File: src/rtl/sd_cmd_framer_if.sv
// Command hand-off bus between the SD command framer and the command decoder.
// The framer drives a held {index, argument} under cmd_valid; the decoder answers with cmd_ack.
interface sd_cmd_framer_if;
    logic        cmd_valid;
    logic        cmd_ack;
    logic [5:0]  cmd_index;
    logic [31:0] cmd_arg;

    // Framer side
    modport master (
        output cmd_valid,
        output cmd_index,
        output cmd_arg,
        input  cmd_ack
    );

    // Decoder side
    modport slave (
        input  cmd_valid,
        input  cmd_index,
        input  cmd_arg,
        output cmd_ack
    );
endinterface

File: src/rtl/sd_cmd_framer.sv
// SD-mode SPI command framer.
// Assembles 6-byte command frames (start byte, 32-bit argument, CRC7 + end bit) from the
// deserializer byte stream, checks them, and holds good commands for the decoder until acked.
module sd_cmd_framer #(
    parameter bit CHECK_CRC = 1'b1
) (
    input  logic                   CLK,
    input  logic                   reset,
    input  logic                   CS,
    input  logic [7:0]             ByteIn,
    input  logic                   ByteChanged,
    sd_cmd_framer_if.master        cmd,
    output logic                   crc_error,
    output logic                   frame_error,
    output logic                   overrun
);

    typedef enum logic [1:0] {
        StIdle,
        StArg,
        StCrc
    } state_e;

    state_e      state_q, state_d;
    logic        bc_q, bc_d;
    logic [1:0]  cnt_q, cnt_d;
    logic [6:0]  crc_q, crc_d;
    logic [5:0]  index_q, index_d;
    logic [31:0] shift_q, shift_d;
    logic        cmd_valid_q, cmd_valid_d;
    logic [5:0]  cmd_index_q, cmd_index_d;
    logic [31:0] cmd_arg_q, cmd_arg_d;
    logic        crc_err_q, crc_err_d;
    logic        frame_err_q, frame_err_d;
    logic        overrun_q, overrun_d;

    logic strobe;
    logic ack_take;
    logic hold_pending;

    // CRC7, polynomial x^7 + x^3 + 1, one byte MSB first
    function automatic logic [6:0] crc7_byte(input logic [6:0] crc_in, input logic [7:0] data);
        logic [6:0] c;
        logic       fb;
        c = crc_in;
        for (int i = 7; i >= 0; i--) begin
            fb = c[6] ^ data[i];
            c  = {c[5:0], 1'b0};
            if (fb) begin
                c = c ^ 7'h09;
            end
        end
        return c;
    endfunction

    // One strobe per rising edge of the deserializer completion flag
    assign strobe   = ByteChanged & ~bc_q;
    assign ack_take = cmd_valid_q & cmd.cmd_ack;
    // A finished frame must be dropped if the previous command is still held and not taken now
    assign hold_pending = cmd_valid_q & ~cmd.cmd_ack;

    // Frame parsing, checking and command hand-off
    always_comb begin
        state_d     = state_q;
        bc_d        = ByteChanged;
        cnt_d       = cnt_q;
        crc_d       = crc_q;
        index_d     = index_q;
        shift_d     = shift_q;
        cmd_valid_d = cmd_valid_q;
        cmd_index_d = cmd_index_q;
        cmd_arg_d   = cmd_arg_q;
        crc_err_d   = 1'b0;
        frame_err_d = 1'b0;
        overrun_d   = overrun_q;

        if (ack_take) begin
            cmd_valid_d = 1'b0;
            overrun_d   = 1'b0;
        end

        if (CS) begin
            // Deselect drops any partial frame but leaves a held command alone
            state_d = StIdle;
            cnt_d   = 2'd0;
            crc_d   = 7'd0;
        end else if (strobe) begin
            unique case (state_q)
                StIdle: begin
                    if (ByteIn[7:6] == 2'b01) begin
                        index_d = ByteIn[5:0];
                        crc_d   = crc7_byte(7'd0, ByteIn);
                        cnt_d   = 2'd0;
                        state_d = StArg;
                        if (hold_pending) begin
                            overrun_d = 1'b1;
                        end
                    end
                end
                StArg: begin
                    shift_d = {shift_q[23:0], ByteIn};
                    crc_d   = crc7_byte(crc_q, ByteIn);
                    cnt_d   = cnt_q + 2'd1;
                    if (cnt_q == 2'd3) begin
                        state_d = StCrc;
                    end
                end
                StCrc: begin
                    state_d = StIdle;
                    cnt_d   = 2'd0;
                    crc_d   = 7'd0;
                    if (!hold_pending) begin
                        if (!ByteIn[0]) begin
                            frame_err_d = 1'b1;
                        end else if (CHECK_CRC && (ByteIn[7:1] != crc_q)) begin
                            crc_err_d = 1'b1;
                        end else begin
                            cmd_valid_d = 1'b1;
                            cmd_index_d = index_q;
                            cmd_arg_d   = shift_q;
                        end
                    end
                end
                default: begin
                    state_d = StIdle;
                end
            endcase
        end
    end

    // State and output registers
    always_ff @(posedge CLK or negedge reset) begin
        if (!reset) begin
            state_q     <= StIdle;
            bc_q        <= 1'b0;
            cnt_q       <= 2'd0;
            crc_q       <= 7'd0;
            index_q     <= 6'd0;
            shift_q     <= 32'd0;
            cmd_valid_q <= 1'b0;
            cmd_index_q <= 6'd0;
            cmd_arg_q   <= 32'd0;
            crc_err_q   <= 1'b0;
            frame_err_q <= 1'b0;
            overrun_q   <= 1'b0;
        end else begin
            state_q     <= state_d;
            bc_q        <= bc_d;
            cnt_q       <= cnt_d;
            crc_q       <= crc_d;
            index_q     <= index_d;
            shift_q     <= shift_d;
            cmd_valid_q <= cmd_valid_d;
            cmd_index_q <= cmd_index_d;
            cmd_arg_q   <= cmd_arg_d;
            crc_err_q   <= crc_err_d;
            frame_err_q <= frame_err_d;
            overrun_q   <= overrun_d;
        end
    end

    assign cmd.cmd_valid = cmd_valid_q;
    assign cmd.cmd_index = cmd_index_q;
    assign cmd.cmd_arg   = cmd_arg_q;
    assign crc_error     = crc_err_q;
    assign frame_error   = frame_err_q;
    assign overrun       = overrun_q;

endmodule
File: src/flat_wrapper.sv
// flat-port wrapper written by rule: the top's interface ports become plain ports
module sd_cmd_framer_flat 
#(
    parameter bit CHECK_CRC = 1'b1
)
  (CLK, reset, CS, ByteIn, ByteChanged, crc_error, frame_error, overrun, cmd_cmd_valid, cmd_cmd_index, cmd_cmd_arg, cmd_cmd_ack);
  sd_cmd_framer_if cmd_i ();
  input  logic CLK;
  input  logic reset;
  input  logic CS;
  input  logic [7:0] ByteIn;
  input  logic ByteChanged;
  output logic crc_error;
  output logic frame_error;
  output logic overrun;
  output wire logic [$bits(cmd_i.cmd_valid)-1:0] cmd_cmd_valid;
  output wire logic [$bits(cmd_i.cmd_index)-1:0] cmd_cmd_index;
  output wire logic [$bits(cmd_i.cmd_arg)-1:0] cmd_cmd_arg;
  input wire logic [$bits(cmd_i.cmd_ack)-1:0] cmd_cmd_ack;
  assign cmd_cmd_valid = cmd_i.cmd_valid;
  assign cmd_cmd_index = cmd_i.cmd_index;
  assign cmd_cmd_arg = cmd_i.cmd_arg;
  assign cmd_i.cmd_ack = cmd_cmd_ack;
  sd_cmd_framer #(.CHECK_CRC(CHECK_CRC)) u_core (.CLK(CLK), .reset(reset), .CS(CS), .ByteIn(ByteIn), .ByteChanged(ByteChanged), .cmd(cmd_i), .crc_error(crc_error), .frame_error(frame_error), .overrun(overrun));
endmodule
File: config.mk
export PLATFORM = sky130hd
export DESIGN_NAME = sd_cmd_framer_flat
export DESIGN_NICKNAME = d
export VERILOG_FILES = /design/src/rtl/sd_cmd_framer_if.sv /design/src/rtl/sd_cmd_framer.sv /design/src/flat_wrapper.sv
export SDC_FILE = /design/constraint.sdc
export NUM_CORES = 1
export LEC_CHECK = 0
export CAP_MARGIN = 25
export CORE_UTILIZATION = 49
export DETAILED_ROUTE_END_ITERATION = 8
export MAX_ROUTING_LAYER = met4
export PLACE_DENSITY_LB_ADDON = 0.12
export SYNTH_ARGS = -nofsm -noshare
export SYNTH_HDL_FRONTEND = slang
export SYNTH_SLANG_ARGS = --single-unit
File: constraint.sdc
create_clock -name CLK -period 1.76 [get_ports CLK]
set_clock_uncertainty 0.15 [all_clocks]
set_input_delay 0.176 -clock CLK [delete_from_list [all_inputs] [get_ports CLK]]
set_output_delay 0.176 -clock CLK [all_outputs]
set_load 0.01 [all_outputs]
==> results of run 1 <==
==> cell usage in the layout, fill, tap and decap left out, types with 6 or more instances in the layout <==
master,count
xor2_1,10
mux2_2,6
buf_4,48
mux2_4,70
xnor2_1,9
nor2_1,13
dfrtp_1,91
clkdlybuf4s50_1,52
buf_6,12
buf_12,6
clkbuf_8,9
==> synthesized netlist by cell type (2+ instances only) <==
| cell type | n |
|---|---|
| buf_2 | 4 |
| buf_4 | 3 |
| xnor2_1 | 11 |
| clkbuf_1 | 3 |
| nor2_1 | 15 |
| nor3_2 | 2 |
| a221o_1 | 3 |
| and3_1 | 2 |
| nor4b_1 | 3 |
| mux2_1 | 5 |
| mux2i_1 | 5 |
| o21ai_0 | 2 |
| mux2_2 | 51 |
| dfrtp_1 | 92 |
| nand3_1 | 2 |
| xor2_1 | 10 |
| ha_1 | 5 |
| a21oi_1 | 4 |
| inv_1 | 4 |
| nand2b_1 | 3 |
| a211oi_1 | 3 |
| buf_12 | 2 |
| o21a_1 | 2 |
| xnor2_2 | 3 |
| mux2_4 | 20 |
==> flip-flops by register name, summed over array words and instances, names as in the netlist <==
| register | cells |
|---|---|
| u_core.crc_error | 1 |
| u_core.cnt_q | 2 |
| u_core.overrun | 1 |
| u_core.state_q | 2 |
| u_core.cmd.cmd_valid | 1 |
| u_core.bc_q | 1 |
| u_core.shift_q | 32 |
| u_core.index_q | 6 |
| u_core.cmd.cmd_arg | 32 |
| u_core.crc_q | 7 |
| u_core.frame_error | 1 |
| u_core.cmd.cmd_index | 6 |
==> cell type report <==
class | instances | area share, %
flip-flops and latches | 92 | 38.4
repair buffers | 125 | 21.4
clock buffers | 9 | 2.07
multi-input cells | 169 | 34.4
clock inverters | 7 | 1.27
well taps | 105 | 2.19
inverters | 4 | 0.292
==> cell families (layout without fill, tap and decap cells) <==
logic type / Yosys count / after routing / synth area share (%)
buf+inv: 17 / 145 / 2.91
xor+xnor: 26 / 26 / 6.85
compound gates: 19 / 19 / 3.48
mux: 81 / 81 / 23.8
simple gates: 38 / 38 / 5.76
fa+ha+maj: 5 / 5 / 1.51
flops: 92 / 92 / 55.7
==> power groups by stage <==
| stage | Clock [uW] | Combinational, uW | Sequential [uW] |
|---|---|---|---|
| floorplan | 0 | 242 | 2300 |
| global placement | 0 | 448 | 2320 |
| detailed placement | 0 | 456 | 2320 |
| CTS | 1480 | 494 | 2280 |
| global route | 1570 | 583 | 2310 |
| finish | 1440 | 541 | 2290 |
==> through the flow <==
stage	cell area [sq um]	power [uW]	hold slack (ps)	util, %	instances
after floorplan	4240	2540	-270	-	278
after global placement	5220	2770	16.0	63.8	474
after detailed placement	5220	2780	20.9	63.8	474
after CTS	5770	4250	155	70.6	507
after global routing	6000	4460	194	73.4	511
final	6000	4270	163	73.4	511
==> routing by layer <==
layer / global-route usage, % / vias up / wire, microns
li1: - / 1222 / -
met1: 28.8 / 1345 / 4380
met2: 35.0 / 55 / 4570
met3: 3.24 / 11 / 297
met4: 9.49 / 0 / 110
met5: - / - / 0
==> path summary, 6_finish.rpt <==
kind	from	end	cells after the start
max	u_core.bc_q	u_core.cmd.cmd_arg[3]	6
max in group asynchronous	reset	u_core.shift_q[6]	3
min	reset	u_core.cmd.cmd_arg[20]	2
min in group CLK	cmd_cmd_ack	u_core.overrun	2
min reg2reg	u_core.shift_q[27]	u_core.cmd.cmd_arg[27]	1
max reg2reg	u_core.bc_q	u_core.cmd.cmd_arg[3]	6
==> critical path, delay by kind of cell (launching register included) <==
family                 cells  cell delay, ps
multiplexers               1             290
buffers and inverters      2             350
flip-flops                 1             390
AND/OR/NAND/NOR            3             650
==> timing repair <==
action                     CTS  global route
hold buffers                 1             0
gates resized for setup     43            46
cloned                       4             3
setup endpoints to repair   79            85
hold endpoints to repair    48             0
pin swaps                    7             8
setup buffers               12             3
==> impl_metrics.json, run 1 <==
{
  "p_per_area_nw_per_um2": 713,
  "synthArstFlopShare_pct": 100,
  "postRouteAntennaNets": 0,
  "area_growth_syn_to_layout_pct": 45.2,
  "multi_input_area_sq_um": 2060,
  "yosys.area.top_type": "dfrtp_1",
  "grt_use_total_pct": 22.2,
  "cts_buffer_depth": 2,
  "initialDrtViolationCount": 71,
  "period_minus_slack_ps": 1950,
  "wl_microns": 9360,
  "core_area_sq_um": 8180,
  "crit_slowest_cell": "dfrtp_1",
  "place_ws_ps": -548,
  "crit_chain": "nor3b_2 > nand4_1 > nor3_4 > buf_6 > clkbuf_16 > mux2_4",
  "cts-root-buf": "clkbuf_8",
  "clkPwrFrac_pct": 33.7,
  "timing.fmax_mhz": 514,
  "fin_nets": 419,
  "fill_cells": 538,
  "setup_ws_ps": -186,
  "violations": "negative setup slack",
  "die_area_sq_um": 8800,
  "drive_above_1_share_pct": 48.8,
  "swShare_pct": 25.3,
  "cts_tree": "done",
  "cp_max_fo": 6,
  "num_io_pins": 55,
  "drc": 0,
  "worstPathArrival_ps": 2030,
  "synth_seq_cells": 92,
  "final-seq-area_sq_um": 2300,
  "synthesis.nets": 296,
  "via_per_inst": 5.15,
  "leakage_uw": 0.00278,
  "maxCapViolations": 0,
  "synth-edff-count": 0,
  "die_h_microns": 93.8,
  "vdd_ir_drop_max_uv": 463,
  "r2r_slack_ps": -190,
  "intPower_uw": 3190,
  "floorplan.initialDensity_pct": 50.5,
  "synth_cells": 278,
  "cp_slowest_stage_delay_ps": 390,
  "crit_path_end_kind": "flip-flop",
  "place_congestion": 0.822,
  "seq_area_frac_synth_pct": 55.7,
  "netlist-cell-type-count": 44,
  "pwr-share-seq_pct": 53.7,
  "final-hold-violation-count": 0,
  "cts.clk_slew.worst_paths_ps": 90,
  "vias": 2633,
  "cts_buffers": 9,
  "grt_antenna_before_repair": 0,
  "synth_top_area_share_pct": 55.7,
  "dpl.hpwl_microns": 5420,
  "worst_pin_slew_ps": 487,
  "setup_violations": 62,
  "rsz0062_at_grt": "true",
  "first_pass_iters": 4,
  "path_class": "reg2reg",
  "die_x_microns": 93.8,
  "grt.overflow.total": 0,
  "combPwrFrac_pct": 12.7,
  "slew_headroom_pct": 67.5,
  "status": "complete, but fails checks",
  "switching_power_uw": 1080,
  "grt_max_degree": 36,
  "clkLatencyLatePin_ps": 350,
  "report.final.slew_viol_count": 0,
  "syn_area_per_cell_sq_um": 14.9,
  "ys_top_cells_by_area": "dfrtp_1 56%, mux2_2 14%, mux2_4 7.3%",
  "rows": 33,
  "mappedNetlistArea_sq_um": 4130,
  "wire_per_inst_microns": 18.3,
  "setup_tns_ps": -6880,
  "place.port_buffers": 54,
  "cts_sinks": 92,
  "startpoint_type": "flip-flop",
  "cp.required_ps": 1850,
  "grt_pass1_wl_microns": 14000,
  "synth-main-ff-cell": "dfrtp_1",
  "hp-class": "in2async",
  "yosys_warnings": 0,
  "grt_pass1_vias": 2728,
  "htreeDepth": 3,
  "antenna_cells": 0,
  "fin_crit_sh_pct": 111
}
Power figures use the tool's default switching activity.
==> run 2, diff against run 1 <==
--- a/config.mk
+++ b/config.mk
@@ -5,7 +5,9 @@
 export SDC_FILE = /design/constraint.sdc
 export NUM_CORES = 1
 export LEC_CHECK = 0
+export ABC_CLOCK_PERIOD_IN_PS = 1760
 export CAP_MARGIN = 25
+export CORE_MARGIN = 10
 export CORE_UTILIZATION = 49
 export DETAILED_ROUTE_END_ITERATION = 8
 export MAX_ROUTING_LAYER = met4
==> run 2 against run 1 <==
The run still ends with negative setup slack left. Critical path depth increased by 1. Largest power group unchanged. Critical path type unchanged. Clock power barely moved. Final area increased by 2.5%. Routed wire length increased by 13%. First-iteration DRC count is 140% higher. Core utilization is 1.5 points higher. Die area grew 42%. Sequential power is essentially flat.
==> impl_metrics.json, run 2 (synthesis results as in run 1) <==
{
  "rows": 33,
  "cp.required_ps": 1860,
  "clkLatencyLatePin_ps": 360,
  "dpl.hpwl_microns": 6120,
  "grt_max_degree": 38,
  "cp_slowest_stage_delay_ps": 420,
  "crit_chain": "xnor2_2 > nand3_2 > nor3_4 > buf_6 > buf_8 > buf_16 > mux2_4",
  "leakage_uw": 0.00282,
  "intPower_uw": 3210,
  "place_ws_ps": -532,
  "use_met2_pct": 28.4,
  "violations": "negative setup slack",
  "fin_nets": 424,
  "antenna_cells": 0,
  "drc": 0,
  "timing.rr.start": "u_core.crc_q[3]",
  "crit_buf_inv": 3,
  "use_met3_pct": 5.26,
  "r2r_cells": 7,
  "floorplan.initialDensity_pct": 50.3,
  "grt_antenna_before_repair": 0,
  "timing.fmax_mhz": 504,
  "combPwrFrac_pct": 13.5,
  "die_x_microns": 112,
  "die_area_sq_um": 12500,
  "grt_pass1_wl_microns": 17200,
  "first_pass_iters": 4,
  "switching_power_uw": 1130,
  "worstPathArrival_ps": 2080,
  "vdd_ir_drop_max_uv": 466,
  "crit_path_end_kind": "flip-flop",
  "vias": 2763,
  "htreeDepth": 3,
  "r2r-end": "u_core.cmd.cmd_arg[11]",
  "status": "complete, but fails checks",
  "cts-root-buf": "clkbuf_8",
  "postRouteAntennaNets": 0,
  "fin_crit_sh_pct": 113,
  "cts.clk_slew.worst_paths_ps": 100,
  "slew_headroom_pct": 71.5,
  "num_io_pins": 55,
  "hold_ws_ps": 76.6,
  "worst_pin_slew_ps": 424,
  "critPathTopFamily": "flip-flops",
  "busiest_layer": "met2",
  "period_minus_slack_ps": 1990,
  "rsz0062_at_grt": "true",
  "path_class": "reg2reg",
  "hp-class": "in2async",
  "cts_buffer_depth": 2,
  "pwr-share-seq_pct": 53.0,
  "setup_violations": 85,
  "place.port_buffers": 54,
  "grt_use_met1_pct": 20.8,
  "die_h_microns": 112,
  "swShare_pct": 26.0,
  "report.final.slew_viol_count": 0,
  "drive_above_1_share_pct": 49.0,
  "r2r_slack_ps": -230,
  "maxCapViolations": 0,
  "via_per_inst": 5.37,
  "mostFrequentLayoutCells": "91 x dfrtp_1, 76 x mux2_4, 52 x clkdlybuf4s50_1, 49 x buf_4, 13 x nor2_1",
  "startpoint_type": "flip-flop",
  "grt_pass1_vias": 3029,
  "cts_sinks": 92,
  "initialDrtViolationCount": 170,
  "grt.overflow.total": 0,
  "wire_per_inst_microns": 20.6,
  "grt_use_total_pct": 17.6,
  "final_common_cell": "dfrtp_1",
  "core_area_sq_um": 8220,
  "place_congestion": 0.805,
  "final-hold-violation-count": 0,
  "wl_microns": 10600,
  "cts_buffers": 9,
  "cts_tree": "done",
  "crit_slowest_cell": "dfrtp_1",
  "cp_num_cells": 7,
  "setup_ws_ps": -225,
  "p_per_area_nw_per_um2": 705,
  "cp_max_fo": 5,
  "area_growth_syn_to_layout_pct": 48.9,
  "clkPwrFrac_pct": 33.5
}
run 2: cell count changes in the layout (fill, tap and decap cells not counted), sizes merged:
cell,previous run,this run
buf,68,75
clkbuf,12,10
clkinv,4,0
clkinvlp,1,3
dlygate4sd2,1,0
dlymetal6s2s,0,1
inv,5,6
run 2: cell type report:
type / instances / area [sq um]
Sequential cell: 92 / 2300
Multi-Input combinational cell: 169 / 2110
Fill cell: 488 / 2070
Timing Repair Buffer: 130 / 1390
Tap cell: 105 / 131
Clock buffer: 9 / 124
Clock inverter: 6 / 72.6
Inverter: 4 / 17.5
run 2: per-stage QoR:
| stage | TNS, ps | cell area [sq um] | power (uW) | util (%) | cells |
|---|---|---|---|---|---|
| CTS | -9180 | 6070 | 4310 | 73.9 | 515 |
| global placement | -29850 | 5210 | 2760 | 63.4 | 473 |
| finish | -11980 | 6150 | 4340 | 74.8 | 515 |
| global route | -18870 | 6150 | 4510 | 74.8 | 515 |
| floorplan | -4440 | 4240 | 2540 | - | 278 |
| detailed placement | -30250 | 5210 | 2770 | 63.4 | 473 |
run 2: worst max path at each step:
stage | start | end | slack (ps)
final | u_core.crc_q[3] | u_core.cmd.cmd_arg[11] | -230
after global routing | u_core.bc_q | u_core.cmd.cmd_arg[11] | -320
after CTS | u_core.crc_q[0] | u_core.cmd.cmd_arg[11] | -220
after detailed placement | ByteIn[7] | u_core.cmd.cmd_arg[6] | -530
after global placement | ByteIn[3] | u_core.cmd.cmd_arg[6] | -540
after floorplan | u_core.crc_q[3] | u_core.cmd.cmd_arg[11] | -110
run 2: power by group through the flow:
stage	Combinational, uW	Sequential (uW)	Clock [uW]
after floorplan	242	2300	0
final	584	2300	1450
after CTS	540	2290	1480
after global routing	623	2310	1570
after detailed placement	448	2320	0
after global placement	439	2320	0
run 2: worst reg2reg max path: cells and delay by family (launching register included):
| kind | cells | cell delay, ps |
|---|---|---|
| flip-flops | 1 | 420 |
| buffers and inverters | 3 | 390 |
| AND/OR/NAND/NOR | 2 | 370 |
| multiplexers | 1 | 300 |
| XOR/XNOR | 1 | 240 |
run 2: metal layers:
metal / vias to the layer above / part of all wire [%]
met4: 0 / 2.0
met1: 1441 / 42
met5: - / 0
met2: 72 / 51
li1: 1233 / -
met3: 17 / 5.2
run 2: what timing repair did:
item / 4_1_cts / 5_1_grt
gates resized for setup: 79 / 21
hold buffers: 1 / 0
cloned: 7 / 1
setup buffers: 21 / 5
setup endpoints to repair: 78 / 89
pin swaps: 11 / 9
endpoints found under the hold margin: 92 / 0
==> run 3, diff against run 2 <==
--- a/config.mk
+++ b/config.mk
@@ -7,7 +7,6 @@
 export LEC_CHECK = 0
 export ABC_CLOCK_PERIOD_IN_PS = 1760
 export CAP_MARGIN = 25
-export CORE_MARGIN = 10
 export CORE_UTILIZATION = 49
 export DETAILED_ROUTE_END_ITERATION = 8
 export MAX_ROUTING_LAYER = met4
==> results of run 3 <==
The final DEF is identical to that of run 1; final timing and power are the same.
